[config.mk]
export PLATFORM = sky130hd
export DESIGN_NAME = upsample_ratio_tracker
export DESIGN_NICKNAME = d
export VERILOG_FILES = /design/src/rtl/upsample_ratio_tracker.sv
export SDC_FILE = /design/constraint.sdc
export NUM_CORES = 1
export LEC_CHECK = 0
export CORE_MARGIN = 5
export CORE_UTILIZATION = 25
export DETAILED_ROUTE_END_ITERATION = 10
export GPL_TIMING_DRIVEN = 1
export HOLD_SLACK_MARGIN = 0.05
export PLACE_DENSITY = 0.42
export SYNTH_ARGS = -nofsm -noshare
export SYNTH_HDL_FRONTEND = slang
export SYNTH_SLANG_ARGS = --single-unit
[constraint.sdc]
create_clock -name clk -period 6.01 [get_ports clk]
set_input_delay 1.202 -clock clk [delete_from_list [all_inputs] [get_ports clk]]
set_output_delay 1.202 -clock clk [all_outputs]
set_load 0.02 [all_outputs]
[src/rtl/upsample_ratio_tracker.sv]
// Measures the in_valid strobe spacing and turns it into the upsampler step word round(2^24 / period).
// Optional window averaging over 2^AVG_LOG2 intervals is enabled by defining UPSAMPLE_RATIO_AVG_EN.
module upsample_ratio_tracker #(
    parameter int AVG_LOG2   = 4,
    parameter int MIN_PERIOD = 2,
    parameter int MAX_PERIOD = 1048576,
    parameter int TOL        = 2,
    parameter int LOCK_COUNT = 8
) (
    input  logic               clk,
    input  logic               reset,
    input  logic               in_valid,
    output logic signed [24:0] ratio,
    output logic               ratio_valid,
    output logic               locked,
    output logic        [23:0] period
);
`ifdef UPSAMPLE_RATIO_AVG_EN
    localparam int KLOG = AVG_LOG2;
`else
    localparam int KLOG = 0 * AVG_LOG2;
`endif
    localparam int          DW     = 25 + KLOG;
    localparam int          LCW    = $clog2(LOCK_COUNT + 1);
    localparam logic [23:0] MAX_M1 = 24'(MAX_PERIOD - 1);
    localparam logic [24:0] Q_MAX  = 25'h0FF_FFFF;

    typedef enum logic [1:0] {IDLE, LOAD, DIV, DONE} div_state_e;

    logic           armed_q, armed_d;
    logic [23:0]    cnt_q, cnt_d;
    logic           close_q, close_d;
    logic [23:0]    n_q, n_d;
    logic           have_prev_q, have_prev_d;
    logic [23:0]    m_prev_q, m_prev_d;
    logic [LCW-1:0] lock_cnt_q, lock_cnt_d;
    logic           locked_q, locked_d;
    logic [23:0]    period_q, period_d;
    logic           timeout;
    logic           m_vld;
    logic [23:0]    m_val;
    logic [23:0]    m_diff;
`ifdef UPSAMPLE_RATIO_AVG_EN
    logic [23:0]     acc_q, acc_d;
    logic [KLOG-1:0] win_q, win_d;
    logic [24:0]     acc_sum;
`endif

    always_comb begin
        // NOTE: combinational logic uses blocking '=' and gives every target a default first, so no latch is inferred.
        armed_d     = armed_q;
        cnt_d       = cnt_q;
        close_d     = 1'b0;
        n_d         = n_q;
        have_prev_d = have_prev_q;
        m_prev_d    = m_prev_q;
        lock_cnt_d  = lock_cnt_q;
        locked_d    = locked_q;
        period_d    = period_q;
        timeout     = 1'b0;
        m_vld       = 1'b0;
        m_val       = n_q;
        m_diff      = '0;
`ifdef UPSAMPLE_RATIO_AVG_EN
        acc_d   = acc_q;
        win_d   = win_q;
        acc_sum = {1'b0, acc_q} + {1'b0, n_q};
`endif
        // cnt_q holds the elapsed clocks minus one, so a strobe now closes N = cnt_q + 1.
        if (!armed_q) begin
            if (in_valid) begin
                armed_d = 1'b1;
                cnt_d   = '0;
            end
        end else if (in_valid) begin
            close_d = 1'b1;
            n_d     = cnt_q + 24'd1;
            cnt_d   = '0;
        end else if (cnt_q == MAX_M1) begin
            timeout = 1'b1;
            armed_d = 1'b0;
            cnt_d   = '0;
        end else begin
            cnt_d = cnt_q + 24'd1;
        end

        if (close_q) begin
            if (n_q < 24'(MIN_PERIOD)) begin
                have_prev_d = 1'b0;
                lock_cnt_d  = '0;
                locked_d    = 1'b0;
            end else begin
`ifdef UPSAMPLE_RATIO_AVG_EN
                if (acc_sum[24]) begin
                    // A wrapped window sum behaves exactly like a counter timeout.
                    timeout = 1'b1;
                    armed_d = 1'b0;
                    cnt_d   = '0;
                    close_d = 1'b0;
                end else if (&win_q) begin
                    m_vld = 1'b1;
                    m_val = acc_sum[23:0];
                    acc_d = '0;
                    win_d = '0;
                end else begin
                    acc_d = acc_sum[23:0];
                    win_d = win_q + KLOG'(1);
                end
`else
                m_vld = 1'b1;
`endif
            end
        end

        if (timeout) begin
            have_prev_d = 1'b0;
            lock_cnt_d  = '0;
            locked_d    = 1'b0;
`ifdef UPSAMPLE_RATIO_AVG_EN
            acc_d = '0;
            win_d = '0;
`endif
        end

        if (m_vld) begin
            m_diff = (m_val >= m_prev_q) ? (m_val - m_prev_q) : (m_prev_q - m_val);
            if (!have_prev_q || m_diff > 24'(TOL)) begin
                lock_cnt_d = '0;
            end else if (lock_cnt_q != LCW'(LOCK_COUNT)) begin
                lock_cnt_d = lock_cnt_q + LCW'(1);
            end
            locked_d    = (lock_cnt_d == LCW'(LOCK_COUNT));
            have_prev_d = 1'b1;
            m_prev_d    = m_val;
            period_d    = m_val;
        end
    end

    always_ff @(posedge clk) begin
        // NOTE: sequential state uses non-blocking '<=' so every register samples pre-edge values.
        if (reset) begin
            armed_q     <= 1'b0;
            cnt_q       <= '0;
            close_q     <= 1'b0;
            n_q         <= '0;
            have_prev_q <= 1'b0;
            m_prev_q    <= '0;
            lock_cnt_q  <= '0;
            locked_q    <= 1'b0;
            period_q    <= '0;
`ifdef UPSAMPLE_RATIO_AVG_EN
            acc_q <= '0;
            win_q <= '0;
`endif
        end else begin
            armed_q     <= armed_d;
            cnt_q       <= cnt_d;
            close_q     <= close_d;
            n_q         <= n_d;
            have_prev_q <= have_prev_d;
            m_prev_q    <= m_prev_d;
            lock_cnt_q  <= lock_cnt_d;
            locked_q    <= locked_d;
            period_q    <= period_d;
`ifdef UPSAMPLE_RATIO_AVG_EN
            acc_q <= acc_d;
            win_q <= win_d;
`endif
        end
    end

    div_state_e         state_q;
    logic [23:0]        op_q;
    logic [23:0]        pend_q;
    logic               pend_vld_q;
    logic [23:0]        rem_q;
    logic [24:0]        quo_q;
    logic [4:0]         bit_q;
    logic signed [24:0] ratio_q;
    logic               ratio_valid_q;
    logic [DW-1:0]      dividend;
    logic [24:0]        trial;

    // Quotient fits in 25 bits, so the dividend bits above bit 24 seed the remainder.
    assign dividend = (DW'(1) << (24 + KLOG)) + DW'(op_q >> 1);
    assign trial    = {rem_q, quo_q[24]};

    always_ff @(posedge clk) begin
        if (reset) begin
            state_q       <= IDLE;
            pend_vld_q    <= 1'b0;
            ratio_q       <= '0;
            ratio_valid_q <= 1'b0;
        end else begin
            ratio_valid_q <= 1'b0;
            if (m_vld && (state_q == LOAD || state_q == DIV)) begin
                pend_q     <= m_val;
                pend_vld_q <= 1'b1;
            end
            case (state_q)
                IDLE: begin
                    if (m_vld) begin
                        op_q    <= m_val;
                        state_q <= LOAD;
                    end
                end
                LOAD: begin
                    rem_q   <= 24'(dividend >> 25);
                    quo_q   <= dividend[24:0];
                    bit_q   <= '0;
                    state_q <= DIV;
                end
                DIV: begin
                    if (trial >= {1'b0, op_q}) begin
                        rem_q <= 24'(trial - {1'b0, op_q});
                        quo_q <= {quo_q[23:0], 1'b1};
                    end else begin
                        rem_q <= trial[23:0];
                        quo_q <= {quo_q[23:0], 1'b0};
                    end
                    bit_q <= bit_q + 5'd1;
                    if (bit_q == 5'd24) state_q <= DONE;
                end
                DONE: begin
                    ratio_q       <= $signed((quo_q > Q_MAX) ? Q_MAX : quo_q);
                    ratio_valid_q <= 1'b1;
                    if (m_vld) begin
                        op_q       <= m_val;
                        pend_vld_q <= 1'b0;
                        state_q    <= LOAD;
                    end else if (pend_vld_q) begin
                        op_q       <= pend_q;
                        pend_vld_q <= 1'b0;
                        state_q    <= LOAD;
                    end else begin
                        state_q <= IDLE;
                    end
                end
                default: state_q <= IDLE;
            endcase
        end
    end
    // NOTE: divider datapath registers (op, pend, rem, quo, bit) have no reset; each is written before it is read.

    assign ratio       = ratio_q;
    assign ratio_valid = ratio_valid_q;
    assign locked      = locked_q;
    assign period      = period_q;

endmodule

# --- Word level (Yosys, flattened, before mapping) ---
# Cells that the tools add are included.
# Widths: inputs -> output; s select.
word_totals:
  output_inout_bits: 51
  inputBits: 3
  ff_bits: 211
  elab_cells: 104
op_classes:
  n_reduce_logical: 17
  n_eq_ne: 10
  muxes: 46
  bitwise: 2
  magnitude_cmp: 5
  addsub: 7
ops:
  columns: ["op", "count"]
  rows:
  - ["$mux 24", 9]
  - ["$pmux 24 s2", 2]
  - ["$sub 24x24->24", 3]
  - ["$pmux 25 s2", 1]
  - ["$mux 4", 7]
  - ["$add 25x23->25 const A", 1]
  - ["$ge 25x24->1", 1]
  - ["$gt 25x24->1 const B", 1]
  - ["$mux 25", 1]
  - ["$add 24x1->24 const B", 1]
  - ["$eq 24x20->1 const B", 1]
  - ["$ge 24x24->1", 1]
  - ["$gt 24x2->1 const B", 1]
  - ["$lt 24x2->1 const B", 1]
  - ["$mux 1", 22]
  - ["$pmux 5 s2", 1]
  - ["$reduce_and 2->1", 5]
  - ["$pmux 2 s4", 1]
  - ["$reduce_bool 2->1", 3]
  - ["$reduce_bool 3->1", 2]
  - ["$add 5x1->5 const B", 1]
  - ["$eq 5x5->1 const B", 1]
  - ["$add 4x1->4 const B", 1]
  - ["$eq 2x2->1 const B", 2]
  - ["other kinds (14)", 17]

# --- Longest topological paths before layout ---
# Gate-level depths: netlist (run 1).
logic_depth:
  word_depth: 10
  mapped_depth: 17
  depth_no_buf: 16

# --- Worst setup path after synthesis (run 1) ---
# Ideal clock, no wire load.
synth_timing:
  path_kind: "input port to flip-flop"
  from: "input reset"
  to: "register pend_q[0] (enable)"
  n_path_buf: 1
  arrival_ns: 5.059
  setup_time_ns: 0.407
  stages: 3
  path_slack_ns: 0.544
  cell_sequence: "clkbuf_1 -> nor2b_1 -> nor2b_1"
synth_between:
  elab_chain_cells: 2
synth_lines:
  columns: ["element", "line", "text"]
  rows:
  - ["from (decl)", "11", "input logic reset,"]
  - ["$not 1->1 (no source line)", null, null]
  - ["$reduce_and 2->1 (no source line)", null, null]
  - ["to (signal assigned)", "197", "pend_q <= m_val;"]
  - ["to (decl)", "174", "logic [23:0] pend_q;"]
# Every way passes these cells.
# A chain may end at the register's enable or synchronous reset.

==> run_results.csv, run 1 <==
group,metric,value,unit
outcome,status,"completed",
global_routing,grt_max_degree,86,
cts,cts_setup_buffers,0,
timing,setup_viol,0,
setup_path,slowest_stage,"o21ai_1",
hold_path,hold_end,"ratio[24]",
setup_path,critPathLaunchType,"flop",
setup_path,r2r_start,"period[6]",
setup_path,critPathMaxFanout,9,
cts,clk_latency,0.56,ns
cts,clock-root-buffer,"clkbuf_16",
global_routing,grt_pass1_wl,56410,µm
setup_path,r2r.worst_path.cells,13,
timing,final.setup_skew,0.02697,ns
cts,clock-sinks,211,
die,die-width,233.9,µm
yosys,mappedNetlistArea,12530,µm²
timing,tns,0,ns
setup_path,rr_endpoint,"lock_cnt_q[1]",
yosys,yosysWarnings,0,
detailed_routing,postRouteAntennaNets,0,
final_layout,nets,1501,
placed_design,place_inst,2060,
die,die_h,233.9,µm
final_layout,fillers,5347,
detailed_routing,wl_per_cell,16.97,µm
global_routing,antenna_found_initial,1,
setup_path,path_cells,"inv_1 > ha_1 > a2111o_1 > o21ai_1 > o31ai_1 > a31o_1 > a211oi_2 > nor3_1 > o21ai_0 > nor4b_1 > and4b_1 > a21oi_2 > o31ai_2",
yosys,async_flop_share,0,%
detailed_routing,viasPerCell,4.720,
power_and_ir_drop,pwr-share-seq,42.3,%
die,core,49860,µm²
timing,finalCritPeriodShare,67.33,%
timing,rsz0062_at_grt,"false",
hold_path,hp-class,"reg -> reg",
setup_path,crit_path_end_kind,"flop",
detailed_routing,drc_errors,0,
yosys,yosys_most_used_dff,"dfxtp_1",
yosys,syn_area_per_cell,9.010,µm²
global_routing,track_usage,12.79,%
die,dieArea,54710,µm²
power_and_ir_drop,combPwrFrac,17.2,%
detailed_routing,detail_route.first_pass.iterations,5,
timing,hold_violations,0,
timing,setup_slack,1.964,ns
power_and_ir_drop,p_sw,1.038,mW
die,start_util,25.14,%
setup_path,r2r_slack,1.96,ns
cts,cts_buffer_depth,3,
power_and_ir_drop,power.density,255.9,nW/µm²
timing,fmax,0.2471,GHz
cts,cts_hold_buf,0,
detailed_routing,drt_iter0_drc,567,
yosys,synth_nets,1476,
power_and_ir_drop,clkPwrFrac,40.5,%
final_layout,fin_cells,2109,
yosys,synth_edf_count,102,
cts,cts_made_buffers,26,
cts,cts_tree,"built",
hold_path,hp-start,"ratio[24]",
hold_path,hold_depth,1,
detailed_routing,vias,9954,
cts,ctsResizeCount,0,
setup_path,max_stage_delay,0.56,ns
final_layout,post-route-util,29.13,%
power_and_ir_drop,power.total,3.717,mW
setup_path,worstPathArrival,4.50,ns
cts,cts.htree.levels,1,
placed_design,place_ws,2.016,ns
global_routing,grt_pass1_vias,9811,
timing,period_minus_slack,4.046,ns
final_layout,drive_gt1_share,7.382,%
cts,clk_pin_slew_worst_paths,0.06,ns
placed_design,dp_hpwl,25850,µm
power_and_ir_drop,leakage,5.405,nW
power_and_ir_drop,p_int,2.679,mW
yosys,syn_inst,1391,
yosys,synth.distinct_cells,81,
final_layout,multi_input_comb_area,6601,µm²
yosys,ys_seq_area_share,41.85,%
power_and_ir_drop,peakVddDrop,0.0002050,V
setup_path,crit_required,6.46,ns
placed_design,gp_congestion,0.8817,
power_and_ir_drop,p_sw_share,27.93,%
die,io_pins,54,
die,rows,82,
detailed_routing,routed_wl,35780,µm
global_routing,grt-ovfl-total,0,
setup_path,crit_type,"reg -> reg",
final_layout,area_growth,15.87,%
timing,tightest_slew,1.169,ns
timing,finalMaxSlewViolations,0,
run,drv_cap,0,
final_layout,seqCellArea,5245,µm²
placed_design,io_buffers,53,
timing,slew_headroom,21.88,%
yosys,ys_ff_latch,211,
sequential cells by signal (all words and copies together), names as in the netlist, 24 cells and up:
register / count
quo_q: 25
ratio: 25
cnt_q: 24
m_val: 24
op_q: 24
rem_q: 24
pend_q: 24
period: 24
power groups by stage:
| stage | Sequential [mW] | Combinational, mW | Clock (mW) |
|---|---|---|---|
| after detailed placement | 1.60 | 0.635 | 0 |
| after global routing | 1.58 | 0.709 | 1.62 |
| after floorplan | 1.59 | 0.499 | 0 |
| final | 1.57 | 0.640 | 1.50 |
| after CTS | 1.57 | 0.639 | 1.57 |
| after global placement | 1.60 | 0.642 | 0 |
worst max-delay path: cells and delay by family, from the launching register on:
family | cells | cell delay [ns]
flops | 1 | 0.39
compound gates | 8 | 2.27
fa+ha+maj | 1 | 0.43
simple gates | 3 | 0.77
buf+inv | 1 | 0.06
how the worst max path moves through the flow:
stage	from	to	slack, ns	depth (start not counted)
3_3_place_gp	m_val[10]	lock_cnt_q[1]	1.97	13
4_1_cts	m_val[5]	lock_cnt_q[0]	1.94	13
5_1_grt	m_val[16]	lock_cnt_q[1]	1.66	13
6_report	period[6]	lock_cnt_q[1]	1.96	13
3_5_place_dp	m_val[5]	lock_cnt_q[0]	2.02	13
2_1_floorplan	reset	pend_q[0]	0.54	3
kinds of logic (layout without fill, tap and decap cells):
| group | Yosys count | after routing | synth area share [%] |
|---|---|---|---|
| AO/OA/AOI/OAI | 364 | 364 | 18.38 |
| XOR/XNOR | 63 | 63 | 4.403 |
| adder cells (fa/ha/maj) | 82 | 82 | 8.366 |
| buffers and inverters | 173 | 218 | 5.680 |
| flip-flops | 211 | 211 | 41.85 |
| multiplexers | 52 | 52 | 4.422 |
| other | 0 | 1 | 0 |
| AND/OR/NAND/NOR | 446 | 446 | 16.90 |
routing by layer:
metal	GRT usage [%]	up-vias	routed length (µm)
li1	-	4975	-
met1	18.34	4745	17510
met2	20.49	182	16070
met3	1.804	52	1334
met4	2.936	0	873
met5	0	-	0
cell usage after synthesis (4+ instances only):
master / number / area, µm²
a211oi_1: 27 / 202.7
inv_1: 104 / 390.4
a21o_1: 22 / 165.2
nor2_1: 138 / 518.0
and2_1: 12 / 75.07
buf_2: 13 / 65.06
or3_1: 5 / 31.28
nand2_1: 129 / 484.2
a31oi_1: 7 / 43.79
xor2_1: 23 / 201.4
dfxtp_1: 109 / 2182
xnor2_1: 40 / 350.3
nor4_1: 6 / 37.54
ha_1: 79 / 988.5
o22ai_1: 29 / 181.4
clkbuf_1: 48 / 180.2
and3_1: 12 / 75.07
nor3b_1: 10 / 75.07
nor2b_1: 30 / 187.7
nand4_1: 17 / 106.4
nand2b_1: 11 / 68.82
o211ai_1: 4 / 30.03
nand3b_1: 7 / 52.55
nand3_1: 25 / 125.1
o21a_1: 7 / 52.55
edfxtp_1: 102 / 3063
o211a_1: 4 / 40.04
a21oi_1: 119 / 595.6
o21ai_0: 66 / 330.3
a22oi_1: 6 / 45.04
mux2_2: 24 / 270.3
o21bai_1: 10 / 75.07
o21ai_1: 15 / 75.07
mux2i_1: 27 / 270.3
o31ai_1: 6 / 45.04
nor3_1: 26 / 130.1
cell usage in the layout, fill, tap and decap left out, drive strengths merged, types with 10 or more instances in the layout:
cell type      instances
dfxtp                109
and3                  12
clkbuf                42
xnor2                 40
o21bai                10
a21oi                124
nand4                 17
and2                  13
edfxtp               102
a211oi                29
a21o                  22
o21ai                 83
nor2                 140
inv                  105
nor3b                 10
ha                    79
nand2                132
xor2                  23
nor3                  26
mux2i                 28
clkdlybuf4s50         52
nor2b                 30
mux2                  24
nand3                 25
nand2b                11
buf                   14
o22ai                 29
stage by stage:
| stage | hold WS [ns] | area [µm²] |
|---|---|---|
| final | 0.4784 | 14520 |
| after global routing | 0.5065 | 14520 |
| after CTS | 0.4838 | 14520 |
| after detailed placement | 0.4752 | 13700 |
| after global placement | 0.4733 | 13700 |
| after floorplan | 0.4566 | 12530 |
area by class of cell:
type	count	area share (%)
Multi-Input combinational cell	1007	45.46
Sequential cell	211	36.12
Tap cell	672	5.790
Clock buffer	42	5.169
Timing Repair Buffer	66	4.308
Inverter	104	2.688
Clock inverter	6	0.4566
Antenna cell	1	0.01723
Power figures use the tool's default switching activity.
==> run 2: changes to the inputs <==
--- a/config.mk
+++ b/config.mk
@@ -10,7 +10,7 @@
 export DETAILED_ROUTE_END_ITERATION = 10
 export GPL_TIMING_DRIVEN = 1
 export HOLD_SLACK_MARGIN = 0.05
-export PLACE_DENSITY = 0.42
+export PLACE_DENSITY = 0.43
 export SYNTH_ARGS = -nofsm -noshare
 export SYNTH_HDL_FRONTEND = slang
 export SYNTH_SLANG_ARGS = --single-unit
==> constraint.sdc (replaced) <==
create_clock -name clk -period 3.5 [get_ports clk]
set_input_delay 0.7 -clock clk [delete_from_list [all_inputs] [get_ports clk]]
set_output_delay 0.7 -clock clk [all_outputs]
set_load 0.02 [all_outputs]
==> run_results.csv, run 2 (synthesis gave the netlist of run 1 again) <==
group,metric,value,unit
global_routing,grt_pass1_vias,10380,
detailed_routing,drt_iter0_drc,697,
outcome,status,"completed",
hold_path,hold_end,"ratio[24]",
detailed_routing,viasPerCell,4.743,
hold_path,hold_depth,1,
power_and_ir_drop,peakVddDrop,0.0003075,V
setup_path,rr_endpoint,"lock_cnt_q[0]",
setup_path,crit_type,"reg -> reg",
final_layout,fillers,5320,
detailed_routing,detail_route.first_pass.iterations,5,
setup_path,r2r_start,"m_val[0]",
detailed_routing,routed_wl,37480,µm
run,drv_cap,0,
final_layout,drive_gt1_share,18.05,%
placed_design,io_buffers,53,
detailed_routing,drc_errors,0,
global_routing,antenna_found_initial,0,
final_layout,final_cell_mix,"nor2_1 (136), nand2_1 (129), buf_4 (117)",
cts,clk_latency,0.57,ns
die,dieArea,54710,µm²
final_layout,area_growth,26.07,%
placed_design,dp_hpwl,27790,µm
cts,cts_made_buffers,27,
final_layout,fin_area,15800,µm²
timing,finalMaxSlewViolations,0,
cts,clk_pin_slew_worst_paths,0.06,ns
setup_path,r2r.worst_path.cells,18,
power_and_ir_drop,power.total,7.068,mW
timing,setup_viol,0,
hold_path,hp-start,"ratio[24]",
global_routing,grt-ovfl-total,0,
setup_path,path_cells,"inv_2 > ha_2 > inv_2 > fa_2 > a21oi_1 > nor3b_1 > nor2_2 > buf_4 > o21bai_1 > xnor2_1 > o2111ai_1 > nor4_1 > a21oi_1 > nor4b_1 > and4b_1 > buf_6 > a21oi_4 > o31ai_2",
final_layout,nets,1610,
timing,finalCritPeriodShare,97.59,%
die,die-width,233.9,µm
placed_design,placed_area,14450,µm²
setup_path,crit_path_end_kind,"flop",
die,core,49860,µm²
setup_path,crit_required,3.97,ns
detailed_routing,vias,10520,
final_layout,diodes,0,
timing,period_minus_slack,3.416,ns
placed_design,place_inst,2157,
cts,cts_buffer_depth,3,
placed_design,gp_congestion,0.8985,
cts,clock-root-buffer,"clkbuf_16",
detailed_routing,wl_per_cell,16.90,µm
setup_path,worstPathArrival,3.89,ns
global_routing,grt_pass1_wl,58920,µm
cts,clock-sinks,211,
timing,slew_headroom,34.41,%
cts,cts.htree.levels,1,
hold_path,hp-class,"reg -> reg",
timing,hold_violations,0,
die,start_util,25.14,%
timing,fin_hold_ws,0.4770,ns
power_and_ir_drop,power.density,447.3,nW/µm²
die,die_h,233.9,µm
global_routing,track_usage,13.41,%
die,io_pins,54,
power_and_ir_drop,leakage,6.083,nW
timing,final.setup_skew,0.01809,ns
setup_path,critPathLaunchType,"flop",
detailed_routing,postRouteAntennaNets,0,
timing,fmax,0.2928,GHz
cts,cts_tree,"built",
setup_path,max_stage_delay,0.42,ns
final_layout,fin_cells,2218,
setup_path,critPathBufInv,4,
global_routing,grt_max_degree,55,
timing,tightest_slew,0.9814,ns
setup_path,r2r_slack,0.08,ns
setup_path,slowest_stage,"fa_2",
final_layout,final_common_cell,"nor2_1",
cts,cts_hold_buf,0,
setup_path,cpLargestDelayFamily,"simple AND/OR/NAND/NOR gates",
setup_path,critPathMaxFanout,6,
die,rows,82,
run 2: cell count changes in the layout (fill, tap and decap cells not counted), moves of 4 or more:
cell       before  now
bufinv_16       1    5
buf_4          14  117
dfxtp_1       109  103
clkinv_2        2    9
clkbuf_1       12    1
o21ai_0        66   61
o21ai_2         3    7
o31ai_1         6    1
ha_2            1    7
a21oi_2         3    8
a21oi_1       119  112
ha_1           78   69
dfxtp_2         0    6
run 2: through the flow:
stage	TNS (ns)	utilization [%]	setup WS, ns
2_1_floorplan	0	-	0.1615
3_3_place_gp	-0.2926	28.98	-0.1069
3_5_place_dp	-0.1779	28.98	-0.06448
4_1_cts	0	30.95	0.02107
5_1_grt	-0.2938	31.69	-0.09346
6_report	0	31.69	0.08447
run 2: power by group:
part	internal [mW]	total (mW)	leakage [nW]	switching, mW
registers	2.64	2.68	1.83	0.0383
logic	0.603	1.40	3.78	0.795
clock network	1.83	2.99	0.474	1.16
run 2: layout make-up:
cell class	instances	area, µm²	share of cell area, %
Multi-Input combinational cell	1007	6885	43.58
Sequential cell	211	5253	33.24
Timing Repair Buffer	174	1473	9.321
Tap cell	672	840.8	5.321
Clock buffer	30	706.9	4.474
Inverter	104	390.4	2.471
Clock inverter	20	251.5	1.592
run 2: worst max-delay path by stage:
| stage | cells past startpoint | from | to | slack [ns] |
|---|---|---|---|---|
| after CTS | 15 | period[5] | lock_cnt_q[1] | 0.02 |
| after detailed placement | 16 | m_val[0] | lock_cnt_q[1] | -0.06 |
| after floorplan | 3 | reset | pend_q[0] | 0.16 |
| after global routing | 17 | period[0] | lock_cnt_q[1] | -0.09 |
| final | 18 | m_val[0] | lock_cnt_q[0] | 0.08 |
| after global placement | 17 | m_val[0] | lock_cnt_q[1] | -0.11 |
run 2: repair_timing:
item / 4_1_cts / 5_1_grt
setup endpoints to repair: 5 / 28
pin swaps: 0 / 15
cloned: 0 / 0
buffers inserted: 0 / 12
gates resized for setup: 5 / 67
run 2: worst reg2reg max path, cell delays in order, from the launching register on:
cell and delay (ns):
dfxtp_2 0.33, inv_2 0.04, ha_2 0.18, inv_2 0.05
fa_2 0.42, a21oi_1 0.14, nor3b_1 0.07, nor2_2 0.20
buf_4 0.15, o21bai_1 0.07, xnor2_1 0.14, o2111ai_1 0.20
nor4_1 0.24, a21oi_1 0.13, nor4b_1 0.31, and4b_1 0.26
buf_6 0.14, a21oi_4 0.06, o31ai_2 0.18
run 2: per-layer routing:
layer  global-route usage [%]  share of wire (%)  up-vias
met3                    1.937                3.6       58
met5                        0                  0        -
met1                    18.53                 48     5045
li1                         -                  -     5210
met2                    22.18                 46      206
met4                    3.340                2.7        0
==> run 3: changes to the inputs <==
--- a/config.mk
+++ b/config.mk
@@ -8,7 +8,7 @@
 export CORE_MARGIN = 5
 export CORE_UTILIZATION = 25
 export DETAILED_ROUTE_END_ITERATION = 10
-export GPL_TIMING_DRIVEN = 1
+export GPL_TIMING_DRIVEN = 0
 export HOLD_SLACK_MARGIN = 0.05
 export PLACE_DENSITY = 0.43
 export SYNTH_ARGS = -nofsm -noshare
==> run_results.csv, run 3 (synthesis gave the netlist of run 1 again) <==
group,metric,value,unit
outcome,status,"completed",
cts,clock-root-buffer,"clkbuf_16",
timing,tightest_slew,0.8645,ns
detailed_routing,vias,10560,
power_and_ir_drop,peakVddDrop,0.0003015,V
power_and_ir_drop,leakage,5.974,nW
setup_path,slowest_stage,"and4b_4",
setup_path,crit_path_end_kind,"flop",
placed_design,io_buffers,51,
final_layout,diodes,0,
final_layout,final_common_cell,"nor2_1",
cts,clk_pin_slew_worst_paths,0.06,ns
detailed_routing,wl_per_cell,18.00,µm
final_layout,nets,1607,
placed_design,gp_congestion,0.8522,
timing,tns,0,ns
cts,clk_latency,0.56,ns
detailed_routing,drt_iter0_drc,689,
die,io_pins,54,
timing,fmax,0.2868,GHz
setup_path,crit_type,"reg -> reg",
timing,hold_violations,0,
detailed_routing,drc_errors,0,
die,dieArea,54710,µm²
placed_design,dp_hpwl,28830,µm
power_and_ir_drop,power.density,441.2,nW/µm²
timing,finalMaxSlewViolations,0,
global_routing,grt-ovfl-total,0,
detailed_routing,postRouteAntennaNets,0,
global_routing,grt_pass1_wl,61720,µm
hold_path,hp-start,"period[6]",
timing,setup_viol,0,
global_routing,grt_max_degree,30,
timing,fin_hold_ws,0.4764,ns
die,die_h,233.9,µm
final_layout,final_cell_mix,"nor2_1 (134), nand2_1 (125), a21oi_1 (106)",
run,drv_cap,0,
cts,cts_buffer_depth,3,
global_routing,track_usage,14.25,%
die,start_util,25.14,%
timing,finalCritPeriodShare,99.62,%
setup_path,critPathLaunchType,"flop",
setup_path,crit_start,"period[14]",
detailed_routing,detail_route.first_pass.iterations,5,
final_layout,area_growth,26.65,%
setup_path,max_stage_delay,0.48,ns
setup_path,path_cells,"inv_1 > ha_1 > nand2_2 > o21ai_1 > a21oi_2 > o21ai_4 > or2_4 > mux2i_4 > o32ai_4 > xnor2_2 > nand4_1 > and4b_4 > a21oi_4 > o31ai_2",
timing,slew_headroom,42.37,%
timing,final.setup_skew,0.02086,ns
setup_path,worstPathArrival,3.94,ns
global_routing,antenna_found_initial,0,
cts,cts.htree.levels,1,
setup_path,critPathMaxFanout,5,
global_routing,grt_pass1_vias,10440,
timing,rsz0062_at_grt,"true",
setup_path,crit_required,3.96,ns
setup_path,r2r_start,"period[14]",
cts,cts_made_buffers,26,
die,die-width,233.9,µm
detailed_routing,viasPerCell,4.768,
hold_path,hp-class,"reg -> reg",
final_layout,drive_gt1_share,18.16,%
die,rows,82,
detailed_routing,routed_wl,39860,µm
cts,cts_tree,"built",
die,core,49860,µm²
power_and_ir_drop,power.total,7.003,mW
timing,period_minus_slack,3.487,ns
cts,clock-sinks,211,
run 3: per-layer routing:
metal | vias up | routed length (µm) | GRT usage [%]
li1 | 5207 | - | -
met1 | 5127 | 19120 | 19.92
met2 | 168 | 18370 | 23.48
met3 | 55 | 1440 | 2.070
met4 | 0 | 932 | 3.157
met5 | - | 0 | 0
run 3: stage by stage:
| step | instance area, µm² | utilization [%] | std cells | setup WS, ns |
|---|---|---|---|---|
| floorplan | 12540 | - | 1391 | 0.1615 |
| global placement | 13890 | 27.86 | 2114 | -1.693 |
| detailed placement | 13970 | 28.01 | 2118 | -0.8296 |
| CTS | 15570 | 31.22 | 2200 | -0.03784 |
| global route | 15870 | 31.84 | 2214 | -0.1328 |
| finish | 15870 | 31.84 | 2214 | 0.01328 |
run 3: what timing repair did:
item	in CTS	in global routing
setup endpoints to repair	46	43
pin swaps	25	24
resized for setup	130	52
setup buffers	35	15
hold endpoints to repair	0	0
hold buffers	0	0
cloned	0	1
run 3: final timing paths:
check                        to  slack [ns]  depth (start not counted)
setup / recovery  lock_cnt_q[1]        0.01                         14
hold / removal        period[6]        0.48                          2
setup reg to reg  lock_cnt_q[1]        0.01                         14
hold reg to reg       period[6]        0.48                          2
run 3: report_power, final:
group          internal [mW]  total [mW]  switching, mW
Clock                   1.74        2.86           1.12
Sequential              2.64        2.70         0.0674
Combinational          0.618        1.44          0.818
Total                   5.00        7.00           2.01
run 3: worst max-delay path: cells and delay by family, from the launching register on:
family                   cells  cell delay [ns]
flip-flops                   1             0.45
AND/OR/NAND/NOR              4             1.13
buffers and inverters        1             0.07
XOR/XNOR                     1             0.16
AO/OA/AOI/OAI                6             1.05
multiplexers                 1             0.21
adder cells (fa/ha/maj)      1             0.32
run 3: area by class of cell:
| class | count | area [µm²] |
|---|---|---|
| clock inverter | 10 | 138.9 |
| inverter | 104 | 390.4 |
| buffer | 66 | 352.8 |
| fill | 5334 | 33990 |
| tap | 672 | 840.8 |
| clock buffer | 38 | 767.0 |
| sequential | 211 | 5331 |
| timing repair buffer | 106 | 982.2 |
| multi-input combinational | 1007 | 7071 |
